==> config.mk <==
export PLATFORM = sky130hd
export DESIGN_NAME = sha256_blk_ctrl
export DESIGN_NICKNAME = d
export VERILOG_FILES = /design/src/rtl/sha256_blk_ctrl.sv
export SDC_FILE = /design/constraint.sdc
export NUM_CORES = 1
export LEC_CHECK = 0
export CORE_AREA = 4 4 60 62
export DETAILED_ROUTE_END_ITERATION = 12
export DIE_AREA = 0 0 64 66
export PLACE_DENSITY_LB_ADDON = 0.08
export SYNTH_ARGS = -nofsm -noshare
export SYNTH_HDL_FRONTEND = slang
export SYNTH_SLANG_ARGS = --single-unit
==> constraint.sdc <==
create_clock -name CLK -period 4.2 [get_ports CLK]
set_input_delay 0.42 -clock CLK [delete_from_list [all_inputs] [get_ports CLK]]
set_output_delay 0.42 -clock CLK [all_outputs]
set_load 0.02 [all_outputs]
==> src/rtl/sha256_blk_ctrl.sv <==
// sha256_blk_ctrl: block sequencer for the SHA-256 compression datapath.
// Accepts one 512-bit block as WORDS beats over valid/ready, issues one-hot
// load strobes to the message-register bank, then drives the working-variable
// init, NUM_ROUNDS round cycles, the hash update and a done pulse.
// Optional feature macro: SHA256_BLK_CTRL_PERF_EN adds the saturating
// completed-block counter output blk_cnt.
module sha256_blk_ctrl #(
  parameter int WORDS      = 8,
  parameter int NUM_ROUNDS = 64,
  parameter int RIDX_W     = 6
) (
  input  logic              CLK,
  input  logic              RST,
  input  logic              msg_valid,
  output logic              msg_ready,
  input  logic              msg_first,
  input  logic              abort,
  output logic [WORDS-1:0]  word_ld,
  output logic              iv_ld,
  output logic              wv_init,
  output logic              round_en,
  output logic [RIDX_W-1:0] round_idx,
  output logic              hash_upd,
  output logic              busy,
  output logic              done
`ifdef SHA256_BLK_CTRL_PERF_EN
  ,
  output logic [31:0]       blk_cnt
`endif
);

  localparam int BEAT_W = (WORDS > 1) ? $clog2(WORDS) : 1;
  localparam logic [BEAT_W-1:0] LAST_BEAT = BEAT_W'(WORDS - 1);
  localparam logic [RIDX_W-1:0] LAST_RND  = RIDX_W'(NUM_ROUNDS - 1);
  localparam logic [WORDS-1:0]  BEAT0_HOT = WORDS'(1);

  // The round index must be able to represent every round number.
  if ((1 << RIDX_W) < NUM_ROUNDS) begin : g_ridx_too_narrow
    $error("RIDX_W too narrow for NUM_ROUNDS");
  end

  typedef enum logic [2:0] {
    S_IDLE,
    S_LOAD,
    S_INIT,
    S_ROUND,
    S_UPDATE,
    S_DONE
  } state_t;

  state_t            state;
  logic [BEAT_W-1:0] beat_cnt;

  // Registered phase flags; each mirrors one state so outputs come off flops.
  logic busy_q;
  logic init_q;
  logic round_q;
  logic upd_q;
  logic done_q;

  logic accept_st;
  logic hs;
  logic kill;

  // Beats are only taken while collecting a block; reset and abort close the port.
  assign accept_st = (state == S_IDLE) || (state == S_LOAD);
  assign msg_ready = RST && accept_st && !abort;
  assign hs        = msg_valid && msg_ready;

  // An abort outside IDLE suppresses every strobe of the current cycle.
  assign kill      = abort && busy_q;

  assign word_ld   = hs ? (BEAT0_HOT << beat_cnt) : '0;
  assign iv_ld     = hs && (state == S_IDLE) && msg_first;
  assign wv_init   = init_q  && !kill;
  assign round_en  = round_q && !kill;
  assign hash_upd  = upd_q   && !kill;
  assign done      = done_q  && !kill;
  assign busy      = busy_q;

  // Block sequencer: state, beat counter, round counter and phase flags.
  always_ff @(posedge CLK or negedge RST) begin
    if (!RST) begin
      state     <= S_IDLE;
      beat_cnt  <= '0;
      round_idx <= '0;
      busy_q    <= 1'b0;
      init_q    <= 1'b0;
      round_q   <= 1'b0;
      upd_q     <= 1'b0;
      done_q    <= 1'b0;
    end else if (kill) begin
      state     <= S_IDLE;
      beat_cnt  <= '0;
      round_idx <= '0;
      busy_q    <= 1'b0;
      init_q    <= 1'b0;
      round_q   <= 1'b0;
      upd_q     <= 1'b0;
      done_q    <= 1'b0;
    end else begin
      case (state)
        S_IDLE, S_LOAD: begin
          if (hs) begin
            busy_q <= 1'b1;
            if (beat_cnt == LAST_BEAT) begin
              state    <= S_INIT;
              beat_cnt <= '0;
              init_q   <= 1'b1;
            end else begin
              state    <= S_LOAD;
              beat_cnt <= beat_cnt + BEAT_W'(1);
            end
          end
        end
        S_INIT: begin
          state     <= S_ROUND;
          round_idx <= '0;
          init_q    <= 1'b0;
          round_q   <= 1'b1;
        end
        S_ROUND: begin
          if (round_idx == LAST_RND) begin
            state   <= S_UPDATE;
            round_q <= 1'b0;
            upd_q   <= 1'b1;
          end else begin
            round_idx <= round_idx + RIDX_W'(1);
          end
        end
        S_UPDATE: begin
          state  <= S_DONE;
          upd_q  <= 1'b0;
          done_q <= 1'b1;
        end
        S_DONE: begin
          state     <= S_IDLE;
          round_idx <= '0;
          busy_q    <= 1'b0;
          done_q    <= 1'b0;
        end
        default: begin
          state     <= S_IDLE;
          beat_cnt  <= '0;
          round_idx <= '0;
          busy_q    <= 1'b0;
          init_q    <= 1'b0;
          round_q   <= 1'b0;
          upd_q     <= 1'b0;
          done_q    <= 1'b0;
        end
      endcase
    end
  end

`ifdef SHA256_BLK_CTRL_PERF_EN
  // Completed-block counter: restarts with a new message, saturates at all-ones.
  always_ff @(posedge CLK or negedge RST) begin
    if (!RST) begin
      blk_cnt <= '0;
    end else if (iv_ld) begin
      blk_cnt <= '0;
    end else if (hash_upd && (blk_cnt != 32'hFFFF_FFFF)) begin
      blk_cnt <= blk_cnt + 32'd1;
    end
  end
`endif

endmodule

Word level (Yosys, flattened, before mapping)
Index checks and enable logic that the tools add are counted.
Word-level totals
  register bits: 17
  bits in latches: 0
  RAM bits: 0
  ROM bits: 0
  bits of input ports: 5
  output and inout bits: 21
  logic and storage cells: 86
  memories: 0
Cells by class
  add/subtract/negate cells: 2
  multipliers: 0
  div/mod/pow operators: 0
  magnitude comparators: 0
  equality and inequality tests: 18
  shift operators: 1
  mux-type cells: 28
  bitwise gates (word level): 0
  reduce and logical (&&, ||, !) cells: 29
Operators by type and width (count)
  $mux W3: 6
  $reduce_or A4 Y1: 4
  $ne A2 B1 Y1 const B: 7
  $mux W6: 2
  $ne A3 B3 Y1 const B: 4
  $pmux W3 S4: 1
  $pmux W6 S2: 1
  $reduce_and A2 Y1: 6
  $logic_and A1 B1 Y1: 10
  $mux W1: 10
  $eq A3 B3 Y1 const B: 3
  $reduce_or A3 Y1: 3
  $mux W8: 1
  $pmux W1 S2: 4
  $shl A1 B3 Y8 const A: 1
  $add A6 B1 Y6 const B: 1
  $eq A3 B2 Y1 const B: 2
  $eq A6 B6 Y1 const B: 1
  $pmux W3 S2: 1
  $add A3 B1 Y3 const B: 1
  $eq A3 B1 Y1 const B: 1
  $logic_not A3 Y1: 1
  $pmux W1 S3: 1
  $reduce_and A3 Y1: 1
  4 further kinds: 5

Logic depth before layout (Yosys ltp)
Gate-level depths: netlist (run 1).
  depth after elaboration: 8
  gate-level depth with buffers: 7
  gate-level depth less buffers: 6

Worst setup path before layout (run 1)
OpenSTA, ideal clock, no wires.
  path type: register -> output
  start point: register state[1]
  end point: output iv_ld
  arrival: 1.527 ns
  required time: 3.780 ns
  setup slack: 2.253 ns
  cell stages (with the launch flop): 6
  buffers on the path: 1
  cell sequence: dfrtp_1 buf_4 inv_1 ha_1 nor3b_1 and4_1
Between the ends
  cells in the longest elaborated chain, start to end: 7
  elaborated cells between the ends (all ways): 8
  those cells by class: eq/ne: 1; reduce/logical: 7
Ends and longest elaborated chain
  start, declared: line 51  | state_t state;
  start signal, assigned: line 84  | state <= S_IDLE;
  start signal, assigned: line 93  | state <= S_IDLE;
  start signal, assigned: line 107  | state <= S_INIT;
  $eq A3 B1 Y1 / $logic_not A3 Y1 (equally long branches): line 66, 74
  $logic_or A1 B1 Y1: line 66  | assign accept_st = (state == S_IDLE) || (state == S_LOAD);
  $logic_and A1 B1 Y1 (2 in a row): line 67  | assign msg_ready = RST && accept_st && !abort;
  $logic_and A1 B1 Y1: line 68  | assign hs = msg_valid && msg_ready;
  $logic_and A1 B1 Y1 * (2 in a row): line 74  | assign iv_ld = hs && (state == S_IDLE) && msg_first;
  end, declared: line 19  | output logic iv_ld,
Every way passes the cells marked *; elsewhere a longest branch is shown, timed or not.

Worst setup path after layout (run 1)
Same ends and word-level chain as after synthesis.

==> out/summary.json, run 1 <==
{
  "wl_per_cell": {"value": 14.1, "unit": "µm"},
  "crit_path_max_fanout": {"value": 17},
  "detail_route.first_pass.iterations": {"value": 4},
  "final_util": {"value": 50.2, "unit": "%"},
  "first_global_vias": {"value": 1133},
  "clock_sink_count": {"value": 17},
  "clock_buffers_created_by_tritoncts": {"value": 3},
  "synth_edf_count": {"value": 0},
  "post_synth_inst_count": {"value": 139},
  "worst_path_cell_chain": {"value": "inv_1 > ha_1 > nor3b_1 > and4_1 > clkdlybuf4s50_1"},
  "report.final.slew_viol_count": {"value": 0},
  "worst-endpoint-required": {"value": 3.78, "unit": "ns"},
  "longest_individual_stage_delay_on_the_worst_path": {"value": 0.61, "unit": "ns"},
  "number_of_hold_buffers_added_after_cts": {"value": 0},
  "cts-htree-levels": {"value": 1},
  "cts_root_buffer": {"value": "clkbuf_4"},
  "sequential_to_total_area_share_from_yosys_stat": {"value": 35.4, "unit": "%"},
  "startpoint_type": {"value": "flop"},
  "power_report.internal_total": {"value": 0.272, "unit": "mW"},
  "sw_frac_of_total": {"value": 34.1, "unit": "%"},
  "cp-end-kind": {"value": "output pin"},
  "synthDominantCellAreaShare": {"value": 35.4, "unit": "%"},
  "site_rows": {"value": 20},
  "share_comb_of_total_power": {"value": 28.6, "unit": "%"},
  "yosysUniqueCellTypes": {"value": 38},
  "io_pins": {"value": 26},
  "antenna_cells_inserted": {"value": 0},
  "final_layout_size_suffix_gt1_share": {"value": 4.85, "unit": "%"},
  "area.growth.synth_to_final": {"value": 26.5, "unit": "%"},
  "timing.critical_path.arrival": {"value": 2.87, "unit": "ns"},
  "area.sequential": {"value": 425, "unit": "µm²"},
  "slowest_stage": {"value": "clkdlybuf4s50_1"},
  "mappedNetlistNets": {"value": 154},
  "drt_wl_total": {"value": 2.96, "unit": "mm"},
  "total_setup_buffers_inserted_after_cts": {"value": 0},
  "drc": {"value": 0},
  "clockPowerShare": {"value": 22.0, "unit": "%"},
  "fp.dieW": {"value": 64, "unit": "µm"},
  "wire_length_of_the_first_global_routing_pass": {"value": 5.20, "unit": "mm"},
  "setup.worst_path.class": {"value": "flop to output pin"},
  "grt_start_max_net_pins": {"value": 18},
  "synth-seq-cells": {"value": 17},
  "die_area": {"value": 0.00422, "unit": "mm²"},
  "syn_area_per_cell": {"value": 8.65, "unit": "µm²"},
  "setup_tns": {"value": 0, "unit": "ns"},
  "grt_setup_unrepaired": {"value": "no"},
  "synthesis.area": {"value": 0.00120, "unit": "mm²"},
  "ctsLongestPathBuffers": {"value": 2},
  "place_ws": {"value": 1.11, "unit": "ns"},
  "switching_power": {"value": 0.141, "unit": "mW"},
  "final.period_utilization": {"value": 78.3, "unit": "%"},
  "area_of_combinational_cells_with_multiple_inputs": {"value": 734, "unit": "µm²"},
  "yosys-top-cells-area": {"value": "dfrtp_1, ha_1, and2_1, o21ai_0, nor2_1"},
  "gp_routability_congestion": {"value": 0.820},
  "tritoncts": {"value": "done"},
  "power.leakage": {"value": 0.678, "unit": "nW"},
  "grt_remaining_overflow": {"value": 0},
  "pwr_density_cell": {"value": 271, "unit": "mW/mm²"},
  "outcome": {"value": "finished clean"},
  "max_freq": {"value": 0.304, "unit": "GHz"},
  "synth-async-reset-ratio": {"value": 100, "unit": "%"},
  "final.min_clock_period": {"value": 3.29, "unit": "ns"},
  "nNetsFinal": {"value": 181},
  "sequential_share_of_power": {"value": 49.4, "unit": "%"},
  "final.fill_count": {"value": 310},
  "dominant_register_cell_in_the_synthesized_netlist": {"value": "dfrtp_1"},
  "viasPerCell": {"value": 5.55},
  "final_critical_path_setup_slack": {"value": 0.911, "unit": "ns"},
  "initial_utilization": {"value": 39.7, "unit": "%"},
  "tightest_slew": {"value": 0.590, "unit": "ns"},
  "clk_latency": {"value": 0.29, "unit": "ns"},
  "grt_antenna_before_repair": {"value": 0},
  "max-cap-violations": {"value": 0},
  "design.core.area": {"value": 0.00303, "unit": "mm²"},
  "cts.repair.resized": {"value": 0},
  "ys.warnings.count": {"value": 0},
  "hold_class": {"value": "input port to async pin"},
  "via_count": {"value": 1159},
  "timing.final.setup_violations": {"value": 0},
  "ant_nets": {"value": 0},
  "peakVddDrop": {"value": 0.000110, "unit": "V"},
  "clock_transition_at_the_registers_of_the_reported_paths": {"value": 0.10, "unit": "ns"},
  "timing.final.hold_violations": {"value": 0},
  "io_buffers": {"value": 25},
  "hpwlAfterDp": {"value": 2.27, "unit": "mm"},
  "clock-skew-final": {"value": 0.00303, "unit": "ns"},
  "maxSlewHeadroom": {"value": 60.6, "unit": "%"},
  "grt_util_all_layers": {"value": 15.6, "unit": "%"},
  "die_height": {"value": 66, "unit": "µm"},
  "detail_route.iter0.violations": {"value": 64},
  "post_synth_top_area_cell": {"value": "dfrtp_1"}
}
-- cell usage in the layout (no fill, tap or decap), types with 2 or more instances in the layout --
master	n
dfrtp_1	17
nor2_1	14
a22oi_1	2
ha_1	10
clkbuf_4	3
inv_1	6
o211ai_1	5
o21ai_0	11
nand3_1	9
nor3_1	6
a21oi_1	3
clkdlybuf4s50_1	25
nor3b_1	2
a21o_1	2
and2_1	9
a22o_1	2
nand2_1	13
and3_1	5
-- power by group through the flow --
stage | Combinational, mW | Clock [mW] | Sequential, mW
final | 0.118 | 0.0907 | 0.204
after global routing | 0.137 | 0.101 | 0.208
after CTS | 0.120 | 0.0945 | 0.204
after detailed placement | 0.120 | 0 | 0.207
after global placement | 0.117 | 0 | 0.206
after floorplan | 0.0805 | 0 | 0.202
-- state kept, by name (all words and copies together), names as in the netlist --
signal,count
upd_q,1
round_idx,6
round_q,1
beat_cnt,3
init_q,1
done_q,1
busy,1
state,3
-- area by class of cell --
cell class,instances,share of cell area (%)
clock buffers,4,1.73
inverters,6,1.48
multi-input cells,112,48.3
flip-flops and latches,17,28.0
well taps,44,3.62
repair buffers,26,16.9
-- routing by layer --
| layer | global-route usage [%] | vias to the layer above | share of wire [%] |
|---|---|---|---|
| met3 | 2.72 | 4 | 4.5 |
| met5 | 0 | - | 0 |
| met2 | 26.7 | 40 | 50 |
| met1 | 19.5 | 563 | 44 |
| met4 | 5.66 | 0 | 1.2 |
| li1 | - | 552 | - |
-- worst max-delay path, delay by kind of cell, from the launching register on --
family	cells	cell delay [ns]
simple gates	2	0.73
buf+inv	2	0.81
fa+ha+maj	1	0.53
flops	1	0.50
-- kinds of logic (layout without fill, tap and decap cells) --
| logic type | after synthesis | after routing | synth area share (%) |
|---|---|---|---|
| AOI/OAI and AO/OA | 33 | 33 | 18.7 |
| muxes | 2 | 2 | 1.77 |
| xor gates and xnor gates | 1 | 1 | 0.729 |
| and+or+nand+nor | 66 | 66 | 29.4 |
| adders and majority gates | 10 | 10 | 10.4 |
| buffers and inverters | 10 | 36 | 3.54 |
| DFF | 17 | 17 | 35.4 |
-- stage by stage --
step | area (µm²) | hold slack [ns] | total power, mW | cells
3_5_place_dp | 1500 | 0.531 | 0.327 | 205
4_1_cts | 1520 | 0.431 | 0.418 | 209
2_1_floorplan | 1200 | 0.124 | 0.283 | 139
5_1_grt | 1520 | 0.453 | 0.446 | 209
6_report | 1520 | 0.430 | 0.413 | 209
3_3_place_gp | 1500 | 0.529 | 0.323 | 205
-- path summary, 6_finish.rpt --
path	slack, ns	from	endpoint	cells past startpoint
hold / removal	0.43	RST	beat_cnt[2]$_DFFE_PN0P_	1
min in group CLK	0.54	upd_q$_DFFE_PN0P_	upd_q$_DFFE_PN0P_	2
setup reg to reg	2.06	state[1]$_DFFE_PN0P_	beat_cnt[2]$_DFFE_PN0P_	6
hold reg to reg	0.54	upd_q$_DFFE_PN0P_	upd_q$_DFFE_PN0P_	2
max in group asynchronous	3.26	RST	round_idx[1]$_DFFE_PN0P_	2
setup / recovery	0.91	state[1]$_DFFE_PN0P_	iv_ld	5
-- synth_stat cells, drive strengths merged (2+ instances only) --
cell	n
inv	6
o211ai	5
buf	2
a22oi	2
o21ai	11
nor3	6
and3	5
clkbuf	2
nor2	14
a22o	2
ha	10
nand2	13
a21oi	3
and2	9
dfrtp	17
a21o	2
nand3	10
nor3b	2
(Power assumes the default switching activity.)
==> run 2, diff against run 1 <==
==> constraint.sdc (replaced) <==
create_clock -name CLK -period 2.6 [get_ports CLK]
set_input_delay 0.26 -clock CLK [delete_from_list [all_inputs] [get_ports CLK]]
set_output_delay 0.26 -clock CLK [all_outputs]
set_load 0.02 [all_outputs]
==> run 2 against run 1 <==
  * Utilization rose by 1.9 points
  * Clock skew grew 0.0036 ns
  * Non-clock buffer count rose by 5
  * Setup slack worse by 0.76 ns
==> out/summary.json, run 2 (same netlist as run 1, synthesis figures left out) <==
{
  "outcome": {"value": "finished clean"},
  "slowest_stage": {"value": "clkdlybuf4s50_1"},
  "site_rows": {"value": 20, "change": "unchanged"},
  "layout_commonest_cell": {"value": "clkdlybuf4s50_1"},
  "area_of_combinational_cells_with_multiple_inputs": {"value": 748, "unit": "µm²", "change": "+1.9%"},
  "die_height": {"value": 66, "unit": "µm", "change": "unchanged"},
  "final.fill_count": {"value": 302, "change": "-2.6%"},
  "grt_start_max_net_pins": {"value": 20, "change": "+2"},
  "total_setup_buffers_inserted_after_cts": {"value": 0, "change": "unchanged"},
  "grt_util_all_layers": {"value": 15.0, "unit": "%", "change": "-0.53 points"},
  "drc": {"value": 0, "change": "unchanged"},
  "final.period_utilization": {"value": 94.3, "unit": "%"},
  "worstPathBufferInverterCount": {"value": 2, "change": "unchanged"},
  "clk_latency": {"value": 0.29, "unit": "ns", "change": "about the same"},
  "first_global_vias": {"value": 1129, "change": "-0.35%"},
  "peakVddDrop": {"value": 0.000174, "unit": "V", "change": "+58%"},
  "clock-skew-final": {"value": 0.00661, "unit": "ns", "change": "+0.00358 ns"},
  "longest_individual_stage_delay_on_the_worst_path": {"value": 0.59, "unit": "ns", "change": "-0.02 ns"},
  "wire_length_of_the_first_global_routing_pass": {"value": 5.03, "unit": "mm", "change": "-3.3%"},
  "cts-htree-levels": {"value": 1, "change": "unchanged"},
  "max-cap-violations": {"value": 0, "change": "unchanged"},
  "clock_buffers_created_by_tritoncts": {"value": 3, "change": "unchanged"},
  "grt_remaining_overflow": {"value": 0, "change": "unchanged"},
  "nNetsFinal": {"value": 186, "change": "+2.8%"},
  "timing.final.hold_violations": {"value": 0, "change": "unchanged"},
  "viasPerCell": {"value": 5.33, "change": "-3.9%"},
  "final_cell_mix": {"value": "clkdlybuf4s50_1, dfrtp_1, nor2_1"},
  "place_ws": {"value": 0.206, "unit": "ns", "change": "-0.903 ns"},
  "design.core.area": {"value": 0.00303, "unit": "mm²", "change": "unchanged"},
  "power.leakage": {"value": 0.741, "unit": "nW", "change": "+9.3%"},
  "ctsLongestPathBuffers": {"value": 2, "change": "unchanged"},
  "clock_transition_at_the_registers_of_the_reported_paths": {"value": 0.11, "unit": "ns", "change": "about the same"},
  "final_layout_size_suffix_gt1_share": {"value": 10.0, "unit": "%", "change": "+5.2 points"},
  "initial_utilization": {"value": 39.7, "unit": "%", "change": "unchanged"},
  "critPathTopFamily": {"value": "buffers and inverters"},
  "drt_wl_total": {"value": 3.02, "unit": "mm", "change": "+2.1%"},
  "maxSlewHeadroom": {"value": 59.7, "unit": "%", "change": "-0.88 points"},
  "detail_route.first_pass.iterations": {"value": 4, "change": "unchanged"},
  "final_critical_path_setup_slack": {"value": 0.147, "unit": "ns", "change": "-0.764 ns"},
  "grt_antenna_before_repair": {"value": 0, "change": "unchanged"},
  "die_area": {"value": 0.00422, "unit": "mm²", "change": "unchanged"},
  "timing.critical_path.arrival": {"value": 2.19, "unit": "ns", "change": "-0.68 ns"},
  "fp.dieW": {"value": 64, "unit": "µm", "change": "unchanged"},
  "io_buffers": {"value": 25, "change": "unchanged"},
  "largest_registers": {"value": "round_idx: 6 flops, beat_cnt: 3 flops, state: 3 flops"},
  "via_count": {"value": 1141, "change": "-1.6%"},
  "area.growth.synth_to_final": {"value": 31.4, "unit": "%"},
  "gp_routability_congestion": {"value": 0.828, "change": "+0.96%"},
  "tightest_slew": {"value": 0.603, "unit": "ns", "change": "+0.0133 ns"},
  "worst_path_cell_chain": {"value": "inv_1 > ha_2 > nand4b_1 > nor2_1 > and2_1 > clkdlybuf4s50_1"},
  "final.min_clock_period": {"value": 2.45, "unit": "ns"},
  "largest_register_ffs": {"value": 6, "change": "unchanged"},
  "setup_tns": {"value": 0, "unit": "ns", "change": "unchanged"},
  "cts_root_buffer": {"value": "clkbuf_4"},
  "max_freq": {"value": 0.408, "unit": "GHz"},
  "pwr_density_cell": {"value": 426, "unit": "mW/mm²", "change": "+57%"},
  "startpoint_type": {"value": "flop"},
  "detail_route.iter0.violations": {"value": 33, "change": "-48%"},
  "cp-end-kind": {"value": "output pin"},
  "area.sequential": {"value": 427, "unit": "µm²", "change": "+0.29%"},
  "hpwlAfterDp": {"value": 2.27, "unit": "mm", "change": "-0.12%"},
  "report.final.slew_viol_count": {"value": 0, "change": "unchanged"},
  "antenna_cells_inserted": {"value": 0, "change": "unchanged"},
  "grt_setup_unrepaired": {"value": "no"},
  "hold_class": {"value": "input port to async pin"},
  "number_of_hold_buffers_added_after_cts": {"value": 0, "change": "unchanged"},
  "timing.final.setup_violations": {"value": 0, "change": "unchanged"},
  "tritoncts": {"value": "done"},
  "cts.repair.resized": {"value": 1, "change": "+1"},
  "ant_nets": {"value": 0, "change": "unchanged"},
  "setup.worst_path.class": {"value": "flop to output pin"},
  "worst-endpoint-required": {"value": 2.34, "unit": "ns", "change": "-1.44 ns"},
  "wl_per_cell": {"value": 14.1, "unit": "µm", "change": "-0.32%"},
  "clock_sink_count": {"value": 17, "change": "unchanged"},
  "io_pins": {"value": 26, "change": "unchanged"},
  "crit_path_max_fanout": {"value": 7, "change": "-10"},
  "largest_register": {"value": "round_idx"}
}
[run 2: worst paths after layout]
path | slack [ns] | start | to | cells past startpoint
max | 0.15 | state[2]$_DFFE_PN0P_ | word_ld[1] | 6
min | 0.34 | RST | round_idx[4]$_DFFE_PN0P_ | 2
max reg2reg | 0.81 | round_idx[0]$_DFFE_PN0P_ | round_idx[0]$_DFFE_PN0P_ | 5
min reg2reg | 0.55 | done_q$_DFFE_PN0P_ | done_q$_DFFE_PN0P_ | 2
max in group asynchronous | 2.05 | RST | state[2]$_DFFE_PN0P_ | 2
min in group CLK | 0.55 | done_q$_DFFE_PN0P_ | done_q$_DFFE_PN0P_ | 2
[run 2: final cells by class]
cell class	instances	share of cell area [%]
flip-flops and latches	17	27.0
well taps	44	3.48
clock buffers	3	1.43
multi-input cells	112	47.3
clock inverters	1	0.317
inverters	6	1.43
repair buffers	31	19.0
[run 2: per-stage QoR]
step	hold slack, ns	utilization [%]	instances	cell area (µm²)	total power [mW]
5_1_grt	0.353	52.2	214	1580	0.724
3_5_place_dp	0.534	50.6	210	1530	0.531
3_3_place_gp	0.530	50.6	210	1530	0.528
4_1_cts	0.337	51.7	214	1570	0.682
6_report	0.338	52.2	214	1580	0.672
2_1_floorplan	-0.0356	-	139	1200	0.456
[run 2: worst reg2reg max path: cells and delay by family, from the launching register on]
kind                     cells  cell delay [ns]
adder cells (fa/ha/maj)      1             0.25
flip-flops                   1             0.44
AND/OR/NAND/NOR              3             0.72
multiplexers                 1             0.28
[run 2: per-layer routing]
layer	up-vias	track usage, %	routed length [µm]
met1	552	17.9	1400
li1	561	-	-
met5	-	0	0
met3	2	2.21	107
met2	26	27.5	1490
met4	0	4.85	18
[run 2: power by group]
group | switching (mW) | internal (mW)
sequential | 0.0367 | 0.291
combinational | 0.105 | 0.0923
clock | 0.0893 | 0.0572
